--- src/rtl/ram_bist_pkg.sv ---
// rtl/ram_bist_pkg.sv - shared types and constants for the dual-port RAM BIST
// Holds the sequencer state enum, the two pass base patterns, the pass and
// pair counts, and the helper that selects a pass base pattern.
package ram_bist_pkg;

    typedef enum logic [2:0] {
        S_IDLE,
        S_WRITE,
        S_READ,
        S_FLUSH,
        S_DONE
    } state_t;

    localparam logic [7:0] PAT0  = 8'h55;
    localparam logic [7:0] PAT1  = 8'hAA;
    localparam int         NPASS = 2;
    localparam int         NPAIR = 4;
    localparam int         KW    = $clog2(NPAIR);

    function automatic logic [7:0] pass_base(input logic p);
        return p ? PAT1 : PAT0;
    endfunction

endpackage

--- src/rtl/ram_dual_bist_if.sv ---
// rtl/ram_dual_bist_if.sv - RAM-side bus between the BIST engine and a dual-port RAM
// Signals: we (shared write enable), addr_a/addr_b, din_a/din_b (write data),
// dout_a/dout_b (synchronous read data, one clk after the address).
// master: BIST engine side; slave: RAM side.
interface ram_dual_bist_if #(
    parameter int DW = 8,
    parameter int AW = 3
);
    logic          we;
    logic [AW-1:0] addr_a;
    logic [AW-1:0] addr_b;
    logic [DW-1:0] din_a;
    logic [DW-1:0] din_b;
    logic [DW-1:0] dout_a;
    logic [DW-1:0] dout_b;

    modport master (
        output we, addr_a, addr_b, din_a, din_b,
        input  dout_a, dout_b
    );

    modport slave (
        input  we, addr_a, addr_b, din_a, din_b,
        output dout_a, dout_b
    );
endinterface

--- src/rtl/ram_bist_chk.sv ---
// rtl/ram_bist_chk.sv - readback compare, port priority and first-fail latch
// Ports: clk, rst_n (sync, active-low), clear (start of a new test),
// rd_en/rd_addr_*/rd_exp_* (read issued this cycle and its expected data),
// dout_a/dout_b (RAM data), mismatch (comb, current compare failed),
// fail_addr/fail_data/fail_port (registered first failure).
module ram_bist_chk #(
    parameter int DW = 8,
    parameter int AW = 3
) (
    input  logic          clk,
    input  logic          rst_n,
    input  logic          clear,
    input  logic          rd_en,
    input  logic [AW-1:0] rd_addr_a,
    input  logic [AW-1:0] rd_addr_b,
    input  logic [DW-1:0] rd_exp_a,
    input  logic [DW-1:0] rd_exp_b,
    input  logic [DW-1:0] dout_a,
    input  logic [DW-1:0] dout_b,
    output logic          mismatch,
    output logic [AW-1:0] fail_addr,
    output logic [DW-1:0] fail_data,
    output logic          fail_port
);

    // Expected values travel one stage behind the issued address so they line
    // up with the RAM's one-cycle read latency.
    logic          cmp_valid;
    logic [AW-1:0] cmp_addr_a;
    logic [AW-1:0] cmp_addr_b;
    logic [DW-1:0] cmp_exp_a;
    logic [DW-1:0] cmp_exp_b;
    logic          failed;
    logic          miss_a;
    logic          miss_b;

    assign miss_a   = cmp_valid && (dout_a != cmp_exp_a);
    assign miss_b   = cmp_valid && (dout_b != cmp_exp_b);
    assign mismatch = miss_a || miss_b;

    always_ff @(posedge clk) begin
        if (!rst_n || clear) begin
            cmp_valid  <= 1'b0;
            cmp_addr_a <= '0;
            cmp_addr_b <= '0;
            cmp_exp_a  <= '0;
            cmp_exp_b  <= '0;
            failed     <= 1'b0;
            fail_addr  <= '0;
            fail_data  <= '0;
            fail_port  <= 1'b0;
        end else begin
            // A mismatch aborts the run, so the read still in flight is dropped.
            cmp_valid  <= rd_en && !mismatch;
            cmp_addr_a <= rd_addr_a;
            cmp_addr_b <= rd_addr_b;
            cmp_exp_a  <= rd_exp_a;
            cmp_exp_b  <= rd_exp_b;
            if (mismatch && !failed) begin
                failed <= 1'b1;
                // Port B carries the even (lower) address of the pair, so it wins.
                if (miss_b) begin
                    fail_addr <= cmp_addr_b;
                    fail_data <= dout_b;
                    fail_port <= 1'b1;
                end else begin
                    fail_addr <= cmp_addr_a;
                    fail_data <= dout_a;
                    fail_port <= 1'b0;
                end
            end
        end
    end

endmodule

--- src/rtl/ram_dual_bist.sv ---
// rtl/ram_dual_bist.sv - two-pass cross-port BIST sequencer for a dual-port RAM
// Ports: clk, rst_n (sync, active-low), start (accepted in IDLE/DONE only),
// busy/done/pass status, fail_addr/fail_data/fail_port first failure,
// ram (master side of the RAM bus: we, addr_*, din_*, dout_*).
// Each pass writes base^i (A even words, B odd words), then reads back
// crosswise (A odd, B even), then flushes the last compare.
module ram_dual_bist
    import ram_bist_pkg::*;
#(
    parameter int DW = 8,
    parameter int AW = 3
) (
    input  logic            clk,
    input  logic            rst_n,
    input  logic            start,
    output logic            busy,
    output logic            done,
    output logic            pass,
    output logic [AW-1:0]   fail_addr,
    output logic [DW-1:0]   fail_data,
    output logic            fail_port,
    ram_dual_bist_if.master ram
);

    state_t          state, state_n;
    logic [KW-1:0]   k, k_n;
    logic            p, p_n;

    logic            we_q, we_n;
    logic [AW-1:0]   addr_a_q, addr_a_n, addr_b_q, addr_b_n;
    logic [DW-1:0]   din_a_q, din_a_n, din_b_q, din_b_n;
    logic            busy_n, done_n, pass_n;

    logic            emit_wr, emit_rd, p_e, clear;
    logic [KW-1:0]   k_e;
    logic [7:0]      base_e;
    logic [AW-1:0]   even_e, odd_e;

    logic            mismatch;
    logic [DW-1:0]   cur_base;

    assign cur_base = DW'(pass_base(p));

    // Outputs always show the step named by state/k; the comb block therefore
    // prepares the bus values of the step being entered (p_e, k_e).
    always_comb begin
        state_n = state;
        k_n     = k;
        p_n     = p;
        busy_n  = 1'b0;
        done_n  = 1'b0;
        pass_n  = 1'b0;
        emit_wr = 1'b0;
        emit_rd = 1'b0;
        p_e     = p;
        k_e     = '0;
        clear   = 1'b0;

        unique case (state)
            S_IDLE, S_DONE: begin
                done_n = (state == S_DONE);
                pass_n = pass;
                if (start) begin
                    state_n = S_WRITE;
                    k_n     = '0;
                    p_n     = 1'b0;
                    p_e     = 1'b0;
                    emit_wr = 1'b1;
                    busy_n  = 1'b1;
                    done_n  = 1'b0;
                    pass_n  = 1'b0;
                    clear   = 1'b1;
                end
            end
            S_WRITE: begin
                busy_n = 1'b1;
                if (k == KW'(NPAIR - 1)) begin
                    state_n = S_READ;
                    k_n     = '0;
                    emit_rd = 1'b1;
                end else begin
                    k_n     = k + KW'(1);
                    k_e     = k + KW'(1);
                    emit_wr = 1'b1;
                end
            end
            S_READ: begin
                if (mismatch) begin
                    state_n = S_DONE;
                    done_n  = 1'b1;
                end else begin
                    busy_n = 1'b1;
                    if (k == KW'(NPAIR - 1)) begin
                        state_n = S_FLUSH;
                    end else begin
                        k_n     = k + KW'(1);
                        k_e     = k + KW'(1);
                        emit_rd = 1'b1;
                    end
                end
            end
            S_FLUSH: begin
                if (mismatch) begin
                    state_n = S_DONE;
                    done_n  = 1'b1;
                end else if (p == 1'(NPASS - 1)) begin
                    state_n = S_DONE;
                    done_n  = 1'b1;
                    pass_n  = 1'b1;
                end else begin
                    state_n = S_WRITE;
                    p_n     = 1'b1;
                    k_n     = '0;
                    p_e     = 1'b1;
                    emit_wr = 1'b1;
                    busy_n  = 1'b1;
                end
            end
            default: state_n = S_IDLE;
        endcase

        base_e   = pass_base(p_e);
        even_e   = AW'({k_e, 1'b0});
        odd_e    = AW'({k_e, 1'b1});
        we_n     = 1'b0;
        addr_a_n = '0;
        addr_b_n = '0;
        din_a_n  = '0;
        din_b_n  = '0;
        if (emit_wr) begin
            we_n     = 1'b1;
            addr_a_n = even_e;
            din_a_n  = DW'(base_e) ^ DW'(even_e);
            addr_b_n = odd_e;
            din_b_n  = DW'(base_e) ^ DW'(odd_e);
        end
        if (emit_rd) begin
            addr_a_n = odd_e;
            addr_b_n = even_e;
        end
    end

    always_ff @(posedge clk) begin
        if (!rst_n) begin
            state    <= S_IDLE;
            k        <= '0;
            p        <= 1'b0;
            we_q     <= 1'b0;
            addr_a_q <= '0;
            addr_b_q <= '0;
            din_a_q  <= '0;
            din_b_q  <= '0;
            busy     <= 1'b0;
            done     <= 1'b0;
            pass     <= 1'b0;
        end else begin
            state    <= state_n;
            k        <= k_n;
            p        <= p_n;
            we_q     <= we_n;
            addr_a_q <= addr_a_n;
            addr_b_q <= addr_b_n;
            din_a_q  <= din_a_n;
            din_b_q  <= din_b_n;
            busy     <= busy_n;
            done     <= done_n;
            pass     <= pass_n;
        end
    end

    assign ram.we     = we_q;
    assign ram.addr_a = addr_a_q;
    assign ram.addr_b = addr_b_q;
    assign ram.din_a  = din_a_q;
    assign ram.din_b  = din_b_q;

    ram_bist_chk #(.DW(DW), .AW(AW)) u_chk (
        .clk       (clk),
        .rst_n     (rst_n),
        .clear     (clear),
        .rd_en     (state == S_READ),
        .rd_addr_a (addr_a_q),
        .rd_addr_b (addr_b_q),
        .rd_exp_a  (cur_base ^ DW'(addr_a_q)),
        .rd_exp_b  (cur_base ^ DW'(addr_b_q)),
        .dout_a    (ram.dout_a),
        .dout_b    (ram.dout_b),
        .mismatch  (mismatch),
        .fail_addr (fail_addr),
        .fail_data (fail_data),
        .fail_port (fail_port)
    );

endmodule

--- src/flat_wrapper.sv ---
// flat-port wrapper written by rule: the top's interface ports become plain ports
module ram_dual_bist_flat import ram_bist_pkg::*;
#(
    parameter int DW = 8,
    parameter int AW = 3
)
  (clk, rst_n, start, busy, done, pass, fail_addr, fail_data, fail_port, ram_we, ram_addr_a, ram_addr_b, ram_din_a, ram_din_b, ram_dout_a, ram_dout_b);
  ram_dual_bist_if #(.DW(DW), .AW(AW)) ram_i ();
  input  logic clk;
  input  logic rst_n;
  input  logic start;
  output logic busy;
  output logic done;
  output logic pass;
  output logic [AW-1:0] fail_addr;
  output logic [DW-1:0] fail_data;
  output logic fail_port;
  output wire logic [$bits(ram_i.we)-1:0] ram_we;
  output wire logic [$bits(ram_i.addr_a)-1:0] ram_addr_a;
  output wire logic [$bits(ram_i.addr_b)-1:0] ram_addr_b;
  output wire logic [$bits(ram_i.din_a)-1:0] ram_din_a;
  output wire logic [$bits(ram_i.din_b)-1:0] ram_din_b;
  input wire logic [$bits(ram_i.dout_a)-1:0] ram_dout_a;
  input wire logic [$bits(ram_i.dout_b)-1:0] ram_dout_b;
  assign ram_we = ram_i.we;
  assign ram_addr_a = ram_i.addr_a;
  assign ram_addr_b = ram_i.addr_b;
  assign ram_din_a = ram_i.din_a;
  assign ram_din_b = ram_i.din_b;
  assign ram_i.dout_a = ram_dout_a;
  assign ram_i.dout_b = ram_dout_b;
  ram_dual_bist #(.DW(DW), .AW(AW)) u_core (.clk(clk), .rst_n(rst_n), .start(start), .busy(busy), .done(done), .pass(pass), .fail_addr(fail_addr), .fail_data(fail_data), .fail_port(fail_port), .ram(ram_i));
endmodule
--- config.mk ---
export PLATFORM = sky130hd
export DESIGN_NAME = ram_dual_bist_flat
export DESIGN_NICKNAME = d
export VERILOG_FILES = /design/src/rtl/ram_bist_pkg.sv /design/src/rtl/ram_dual_bist_if.sv /design/src/rtl/ram_bist_chk.sv /design/src/rtl/ram_dual_bist.sv /design/src/flat_wrapper.sv
export SDC_FILE = /design/constraint.sdc
export NUM_CORES = 1
export LEC_CHECK = 0
export ABC_AREA = 1
export CELL_PAD_IN_SITES_DETAIL_PLACEMENT = 0
export CELL_PAD_IN_SITES_GLOBAL_PLACEMENT = 2
export CORE_MARGIN = 5
export CORE_UTILIZATION = 27
export CTS_BUF_LIST = sky130_fd_sc_hd__clkbuf_4
export DETAILED_ROUTE_END_ITERATION = 8
export HOLD_SLACK_MARGIN = 0.12
export PLACE_DENSITY_LB_ADDON = 0.05
export SETUP_SLACK_MARGIN = 0.15
export SYNTH_ARGS = -nofsm -noshare
export SYNTH_HDL_FRONTEND = slang
export SYNTH_HIERARCHICAL = 1
export SYNTH_SLANG_ARGS = --single-unit
--- constraint.sdc ---
create_clock -name clk -period 1.9 [get_ports clk]
set_input_delay 0.19 -clock clk [delete_from_list [all_inputs] [get_ports clk]]
set_output_delay 0.19 -clock clk [all_outputs]
set_load 0.005 [all_outputs]
# == Word level (Yosys, flattened, before mapping) ==
# Cells that the tools add are included.
# word_totals
reg_bits,68
in_bits,19
output_inout_bits,38
word_cells,105
# classes
add_sub_neg,1
eq_ne,14
n_mux,48
n_bitwise,5
reduce_logical,16
# ops
op,n
$mux W3,11
$xor A8 B3 Y8,4
$mux W8,3
$mux W1,18
$ne A8 B8 Y1,2
$mux W2,7
$pmux W3 S4,1
$ne A2 B2 Y1 const B,5
$pmux W2 S4,1
$eq A3 B2 Y1 const B,2
$pmux W1 S2,3
$pmux W1 S3,2
$reduce_and A6 Y1,1
$logic_and A1 B1 Y1,4
$pmux W1 S4,1
$pmux W2 S2,1
$reduce_bool A4 Y1,1
$reduce_or A2 Y1,2
$eq A3 B1 Y1 const B,1
$eq A3 B3 Y1 const B,1
$logic_not A1 Y1,3
$logic_not A3 Y1,1
$ne A3 B1 Y1 const B,1
$reduce_and A3 Y1,1
other kinds (6),7

# == Depth between registers and ports, before layout ==
# Gate-level depths: netlist of the first run.
# logic_depth
ltp_word,7
ltp_mapped,15
depth_no_buf,15

# == By module ==
# Netlist of the first run, hierarchy kept.
# modules_own_cells
mod,instances,cells_per_inst,area_per_inst_um2,seq_area_each_um2
ram_bist_chk,1,280,1676.6,720.7
ram_dual_bist,1,142,963.4,360.3

# == Worst setup path before layout of the first run ==
# No wires, ideal clock.
# synth_timing
path_kind,flip-flop to flip-flop
start,register u_core.u_chk.cmp_exp_b[7]
end,register u_core.k[0]
setup_ns,0.114
t_arrival_ns,1.481
setup_slack_ns,0.305
stages_incl_launch_ff,16
n_path_buf,0
synth_period_minus_slack_ns,1.595
cell_sequence,dfxtp_1 -> inv_1 -> nand2_1 -> nand2_1 -> nor2_1 -> nand2_1 -> nor2_2 -> a21oi_1 -> inv_1 -> nand2_1 -> nand2_1 -> nand2_1 -> nor2_1 -> nand2_1 -> nand2_1 -> nor2_1
# synth_via
elab_chain_cells,5
# synth_lines
item,line_no,text
"start, declared",ram_bist_chk.sv:32,logic [DW-1:0] cmp_exp_b;
"start signal, assigned",ram_bist_chk.sv:58,cmp_exp_b <= rd_exp_b;
$ne A8 B8 Y1 (*),ram_bist_chk.sv:38,assign miss_b = cmp_valid && (dout_b != cmp_exp_b);
$logic_and A1 B1 Y1 (*),ram_bist_chk.sv:38,
$logic_or A1 B1 Y1 (*),ram_bist_chk.sv:39,assign mismatch = miss_a || miss_b;
named net u_core.mismatch,ram_dual_bist.sv:39,logic mismatch;
$ne A2 B2 Y1 (no line),--,
$reduce_and A6 Y1 (no line) (*),--,
"end signal, assigned",ram_dual_bist.sv:158,k <= k_n;
"end, declared",ram_dual_bist.sv:26,"logic [KW-1:0] k, k_n;"
# The timed path passes the listed nets; every way through them passes the cells marked *.
# A chain may end at the register's enable or synchronous reset.

# == Final worst setup path of the first run ==
# layout_timing
start,input ram_dout_b[3]
end,register u_core.state[0]
# layout_via
elab_chain_cells,5
# layout_lines
item,line_no,text
"start, declared",flat_wrapper.sv:24,input wire logic [$bits(ram_i.dout_b)-1:0] ram_dout_b;
$ne A8 B8 Y1 (*),ram_bist_chk.sv:38,
$logic_and A1 B1 Y1 (*),ram_bist_chk.sv:38,
$logic_or A1 B1 Y1 (*),ram_bist_chk.sv:39,
named net u_core.mismatch,ram_dual_bist.sv:39,
"$mux W3, or another cell as far along",ram_dual_bist.sv:103,if (mismatch) begin
$pmux W3 S4 or $reduce_and A3 Y1 (tied branches),--,
"end signal, assigned",ram_dual_bist.sv:157,state <= state_n;
"end, declared",ram_dual_bist.sv:25,"state_t state, state_n;"
# Marks and branches as above.

==> impl_metrics.csv, run 1 <==
group,metric,value,unit
critical_path,critPathSlowestCell,"clkdlybuf4s50_1",
drt,num_vias,2401,
sta,fin_crit,1670,ps
min_path,min_to,"u_core/pass",
drt,drc_errors,0,
sta,setup_slack,229,ps
yosys,seq_area_frac_synth,40.9,%
cells_and_area,area_growth,35.9,%
floorplan,io_pins,57,
sta,hold_violations,0,
yosys,syn_inst,422,
floorplan,die_x,109,µm
floorplan,dieArea,11900,µm²
drt,vias_per_cell,3.86,
clock_tree,clkSinkCount,54,
sta,max_freq,598,MHz
place,gp_congestion,0.760,
global_routing,grt_use_total,12.4,%
critical_path,cp.arrival,2000,ps
cells_and_area,fillers,1059,
sta,rsz0062_at_grt,"true",
pwr,leakage,1.77,nW
pwr,irDropWorstVdd,0.589,mV
clock_tree,root_buffer,"clkbuf_4",
yosys,syn-num-nets,443,
place,dp_hpwl,5050,µm
yosys,yosys.area.top_type,"dfxtp_1",
sta,period_share,87.9,%
cells_and_area,design_area,3590,µm²
drt,drtPass1Iterations,5,
critical_path,path_cells,"clkdlybuf4s50_1 -> inv_1 -> nand2_1 -> nand2_1 -> nor2_2 -> nand2_2 -> nor2_4 -> a21oi_4 -> buf_4 -> nor2_2 -> nand2_1 -> buf_4 -> nand3_1 -> nand2_1 -> a21oi_1",
critical_path,cp_max_fo,4,
critical_path,startpoint_type,"input pin",
yosys,synth-seq-cells,54,
critical_path,reg2reg_depth,14,
critical_path,rr_startpoint,"u_core/u_chk/cmp_exp_a[3]",
drt,drt_iter0_markers,78,
min_path,holdCritPathClass,"reg -> reg",
global_routing,grt_max_degree,24,
clock_tree,clock_latency,380,ps
min_path,hold_start,"u_core/pass",
place,place_inst,610,
cells_and_area,multi_input_area,1210,µm²
critical_path,end_kind,"register",
critical_path,reg2reg_slack,240,ps
sta,drv_slew,0,
critical_path,cp-startpoint,"ram_dout_b[3]",
run,drv_cap,0,
drt,drt_wl_total,6770,µm
clock_tree,h-tree-depth,2,
critical_path,slowest_delay,520,ps
critical_path,critical_path_class,"in -> reg",
clock_tree,clockBufferDepth,2,
cells_and_area,seqCellArea,1090,µm²
cells_and_area,drive_above_1_share,17.6,%
sta,slew_headroom,65.2,%
clock_tree,cts_made_buffers,5,
sta,fin_skew,14.0,ps
floorplan,row_count,36,
global_routing,grt_pass1_wl,11500,µm
pwr,p_total,0.00357,W
place,dp_slack,-335,ps
floorplan,coreArea,9640,µm²
place,postPlaceCellArea,3380,µm²
critical_path,required,2230,ps
sta,worstMarginPinSlew,520,ps
place,io_buffers,56,
yosys,synth.distinct_cells,20,
floorplan,die_y,109,µm
critical_path,timing.critical_path.mode_cell,"nand2_1",
outcome,status,"finished clean",
yosys,ys_top_cells_by_area,"dfxtp_1 (41%), nand2_1 (19%), nor2_1 (13%), inv_1 (11%), buf_4 (4.3%)",
sta,finalSetupViolCount,0,
yosys,synth_top_area_share,40.9,%
cells_and_area,fin_cells,622,
cells_and_area,finalNetCount,509,
global_routing,grt_pass1_vias,2437,
yosys,syn_area,2640,µm²
yosys,avgSynthCellArea,6.26,µm²
pwr,powerDensity,995,nW/µm²
drt,post_drt_wl_per_cell,10.9,µm
global_routing,antenna_found_initial,0,
min_path,whs_path_depth,2,
cells_and_area,diodes,0,
critical_path,reg2reg_to,"u_core/state[0]",
clock_tree,cts_tree,"done",
drt,antenna_left,0,
global_routing,grt_overflow,0,
yosys,synth_warnings,6,
clock_tree,clkTransAtPathRegs,160,ps
sta,setup-tns-final,0,ps
floorplan,initial_utilization,27.4,%
power breakdown:
group	internal, W	switching, W	leakage (nW)
clock	0.000145	0.000395	0.0312
sequential	0.00134	0.000161	0.444
combinational	0.000709	0.000821	1.30
state kept, by name, indices dropped and copies added, names as in the netlist:
register / cells
u_core/u_chk/cmp_exp_a: 8
u_core/p: 1
u_core/state: 3
u_core/u_chk/fail_port: 1
u_core/u_chk/cmp_addr_a: 3
u_core/ram.din_a: 4
u_core/u_chk/cmp_addr_b: 3
u_core/u_chk/cmp_exp_b: 8
u_core/u_chk/cmp_valid: 1
u_core/done: 1
u_core/ram.addr_b: 1
u_core/u_chk/failed: 1
u_core/u_chk/fail_addr: 3
u_core/pass: 1
u_core/u_chk/fail_data: 8
u_core/ram.we: 1
u_core/k: 2
u_core/busy: 1
u_core/ram.addr_a: 3
kinds of logic (layout without fill, tap and decap cells):
family	count (synthesis)	after routing	synth area share, %
buffers and inverters	103	170	17.4
adder cells (fa/ha/maj)	2	2	0.948
AO/OA/AOI/OAI	19	19	3.89
AND/OR/NAND/NOR	240	240	35.4
XOR/XNOR	4	4	1.33
flip-flops	54	54	40.9
metrics by stage:
stage	util (%)	hold slack, ps
final	37.2	473
after global routing	37.2	496
after detailed placement	35.1	456
after floorplan	-	302
after CTS	35.9	477
after global placement	35.1	457
layer usage:
| layer | track usage (%) | part of all wire (%) | routed length (µm) | vias up |
|---|---|---|---|---|
| met5 | 0 | 0 | 0 | - |
| met1 | 14.6 | 45 | 3070 | 1033 |
| met3 | 2.37 | 3.0 | 203 | 9 |
| li1 | - | - | - | 1326 |
| met4 | 3.79 | 1.4 | 96 | 0 |
| met2 | 22.7 | 50 | 3400 | 33 |
final cells by class:
class / instances / area share, %
clock inverter: 3 / 0.593
clock buffer: 5 / 1.05
sequential: 54 / 30.4
inverter: 81 / 8.47
multi-input combinational: 265 / 33.6
timing repair buffer: 81 / 21.2
tap: 133 / 4.64
critical path, delay by kind of cell:
family / cells / cell delay [ps]
simple gates: 9 / 740
buf+inv: 4 / 880
compound gates: 2 / 180
worst max path at each step:
stage                                      endpoint  slack [ps]  cells past startpoint
after floorplan                         u_core/k[0]         310                     15
after global placement                  u_core/k[0]        -290                     16
after detailed placement                u_core/k[0]        -340                     16
after CTS                 u_core/u_chk/fail_data[4]         150                     11
after global routing                u_core/state[0]          40                     13
final                               u_core/state[0]         230                     15
synth_stat cells, drive strengths merged:
cell / instances
nand2: 141
xnor2: 3
buf: 19
nor2: 93
xor2: 1
clkbuf: 3
dfxtp: 54
o21ai: 5
a21oi: 14
nand3: 6
inv: 81
ha: 2
placed cells by master, fill, tap and decap left out, types with 2 or more instances in the layout:
cell               n
o21ai_1            2
nand2_2           14
nand2_1          126
clkdlybuf4s50_1   56
ha_1               2
a21oi_1            6
xnor2_1            3
nand3_2            2
o21ai_0            3
nand3_1            4
nor2_4             3
inv_2              4
dfxtp_2            9
buf_4             24
clkbuf_4           5
dfxtp_1           45
a21oi_2            7
nor2_1            78
nor2_2            12
inv_1             77
what timing repair did:
item / 4_1_cts / 5_1_grt
endpoints found under the hold margin: 0 / 0
setup buffers: 0 / 4
gates resized for setup: 8 / 37
pin swaps: 2 / 15
hold buffers: 0 / 0
setup endpoints to repair: 9 / 27
(Power assumes the default switching activity.)
==> run 2: changes to the inputs <==
--- a/config.mk
+++ b/config.mk
@@ -9,9 +9,10 @@
 export CELL_PAD_IN_SITES_DETAIL_PLACEMENT = 0
 export CELL_PAD_IN_SITES_GLOBAL_PLACEMENT = 2
 export CORE_MARGIN = 5
-export CORE_UTILIZATION = 27
+export CORE_UTILIZATION = 34
 export CTS_BUF_LIST = sky130_fd_sc_hd__clkbuf_4
 export DETAILED_ROUTE_END_ITERATION = 8
+export DONT_BUFFER_PORTS = 1
 export HOLD_SLACK_MARGIN = 0.12
 export PLACE_DENSITY_LB_ADDON = 0.05
 export SETUP_SLACK_MARGIN = 0.15
==> run 2 against run 1 <==
The flow now finishes with violations (negative hold slack). Clock power up 25%. Die area down 19%. Final cell count decreased by 13%. Combinational power decreased by 25%. Worst setup slack improved by 44 ps. Sequential share of layout area increased by 5.0 points. Fmax is 2.7% higher. First-iteration DRC count is 26% lower. Core utilization grew 2.9 points. Sequential cell count is the same. Register-to-register slack better by 30 ps. Critical endpoint is now u_core/k[0]. Largest cell class unchanged. Largest power group is now sequential cells.
==> impl_metrics.csv, run 2 (same netlist as run 1, synthesis figures left out) <==
group,metric,value,unit
drt,num_vias,2237,
place,dp_slack,76.0,ps
floorplan,row_count,32,
clock_tree,cts_tree,"done",
drt,drc_errors,0,
critical_path,startpoint_type,"register",
sta,max_freq,615,MHz
critical_path,slowest_delay,390,ps
clock_tree,clock_latency,380,ps
cells_and_area,layout_common_cells,"nand2_1 (130), nor2_1 (79), inv_1 (76)",
sta,period_share,85.6,%
sta,finalSetupViolCount,0,
critical_path,path_cells,"nand2_2 -> inv_2 -> nor2_4 -> nor2_2 -> nand2_1 -> nor2_2 -> a21oi_2 -> inv_2 -> nand2_2 -> nand2_2 -> nand2_2 -> nor2_4 -> nand2_1 -> nand2_1 -> nor2_1",
cells_and_area,multi_input_area,1200,µm²
place,postPlaceCellArea,2690,µm²
cells_and_area,fillers,869,
critical_path,critPathSlowestCell,"dfxtp_2",
sta,hold_violations,11,
critical_path,rr_startpoint,"u_core/u_chk/cmp_exp_a[1]",
sta,setup_slack,273,ps
cells_and_area,seqCellArea,1090,µm²
min_path,whs_path_depth,2,
global_routing,grt_overflow,0,
critical_path,cp-startpoint,"u_core/u_chk/cmp_exp_a[1]",
critical_path,reg2reg_depth,15,
min_path,hold_start,"rst_n",
drt,post_drt_wl_per_cell,11.6,µm
critical_path,cp.depth,15,
sta,slew_headroom,70.4,%
drt,drt_iter0_markers,58,
place,dp_hpwl,4640,µm
critical_path,critPathBufInv,2,
cells_and_area,drive_above_1_share,14.9,%
critical_path,cp_max_fo,6,
critical_path,end_kind,"register",
sta,setup-tns-final,0,ps
global_routing,grt_use_total,13.2,%
drt,vias_per_cell,4.15,
drt,drt_wl_total,6280,µm
critical_path,required,2190,ps
sta,drv_slew,0,
place,gp_congestion,0.797,
place,io_buffers,0,
critical_path,cp.arrival,1920,ps
global_routing,antenna_found_initial,0,
clock_tree,root_buffer,"clkbuf_4",
cells_and_area,layout_commonest_cell,"nand2_1",
floorplan,die_y,98.1,µm
sta,fin_crit,1630,ps
floorplan,initial_utilization,34.5,%
critical_path,cp_top_family,"simple AND/OR/NAND/NOR gates",
outcome,status,"complete, but fails checks",
global_routing,grt_pass1_wl,10100,µm
run,drv_cap,0,
cells_and_area,area_growth,16.2,%
sta,holdWs,-100,ps
drt,antenna_left,0,
outcome,failed_checks,"negative hold slack",
clock_tree,clkSinkCount,54,
clock_tree,h-tree-depth,2,
critical_path,timing.critical_path.mode_cell,"nand2_2",
global_routing,grt_max_degree,24,
pwr,leakage,1.58,nW
pwr,irDropWorstVdd,0.491,mV
pwr,powerDensity,1090,nW/µm²
clock_tree,clockBufferDepth,2,
floorplan,coreArea,7650,µm²
sta,worstMarginPinSlew,443,ps
floorplan,dieArea,9630,µm²
global_routing,grt_pass1_vias,2027,
clock_tree,clkTransAtPathRegs,160,ps
min_path,holdCritPathClass,"in -> reg",
floorplan,io_pins,57,
cells_and_area,finalNetCount,457,
drt,drtPass1Iterations,4,
clock_tree,cts_made_buffers,5,
sta,rsz0062_at_grt,"true",
sta,fin_skew,12.7,ps
cells_and_area,reg_top3,"u_core/u_chk/cmp_exp_a (8), u_core/u_chk/cmp_exp_b (8), u_core/u_chk/fail_data (8)",
floorplan,die_x,98.1,µm
cells_and_area,design_area,3070,µm²
critical_path,critical_path_class,"reg -> reg",
cells_and_area,diodes,0,
clock_tree,hold_buffers,15,
-- run 2: through the flow --
step           power, W  std cells  utilization (%)
6_report        0.00335        539             40.1
5_1_grt         0.00366        539             40.1
4_1_cts         0.00328        536             38.4
3_5_place_dp    0.00256        512             35.1
3_3_place_gp    0.00257        512             35.1
2_1_floorplan   0.00237        422                -
-- run 2: power breakdown --
| part | switching (W) | internal, W | total, W | leakage, nW |
|---|---|---|---|---|
| clock network | 0.000388 | 0.000285 | 0.000673 | 0.0458 |
| registers | 0.000194 | 0.00134 | 0.00153 | 0.442 |
| logic | 0.000718 | 0.000430 | 0.00115 | 1.10 |
-- run 2: repair_timing --
item | CTS | global route
cloned | 0 | 1
endpoints found under the hold margin | 25 | 11
setup buffers | 1 | 2
gates resized for setup | 4 | 34
pin swaps | 2 | 14
endpoints found under the setup margin | 6 | 48
-- run 2: worst paths after layout --
check	slack, ps	endpoint
min	-100	u_core/k[0]
max	270	u_core/k[0]
min reg2reg	500	u_core/u_chk/cmp_addr_a[0]
max reg2reg	270	u_core/k[0]
-- run 2: layout make-up --
class / instances / share of cell area (%)
inverters: 81 / 10.0
clock inverters: 3 / 1.55
well taps: 102 / 4.16
multi-input cells: 265 / 39.3
repair buffers: 28 / 8.08
flip-flops and latches: 54 / 35.4
repair inverters: 1 / 0.245
clock buffers: 5 / 1.22
-- run 2: worst reg2reg max path: stages (launching register included) --
cell	delay [ps]
dfxtp_2	390
nand2_2	50
inv_2	60
nor2_4	40
nor2_2	100
nand2_1	70
nor2_2	140
a21oi_2	90
inv_2	120
nand2_2	60
nand2_2	80
nand2_2	60
nor2_4	130
nand2_1	60
nand2_1	60
nor2_1	30
-- run 2: metal layers --
| metal | global-route usage (%) | part of all wire, % | vias up |
|---|---|---|---|
| met5 | 0 | 0 | - |
| met4 | 3.51 | 1.1 | 0 |
| met3 | 3.36 | 4.0 | 7 |
| met2 | 23.8 | 50 | 40 |
| met1 | 15.5 | 45 | 970 |
| li1 | - | - | 1220 |
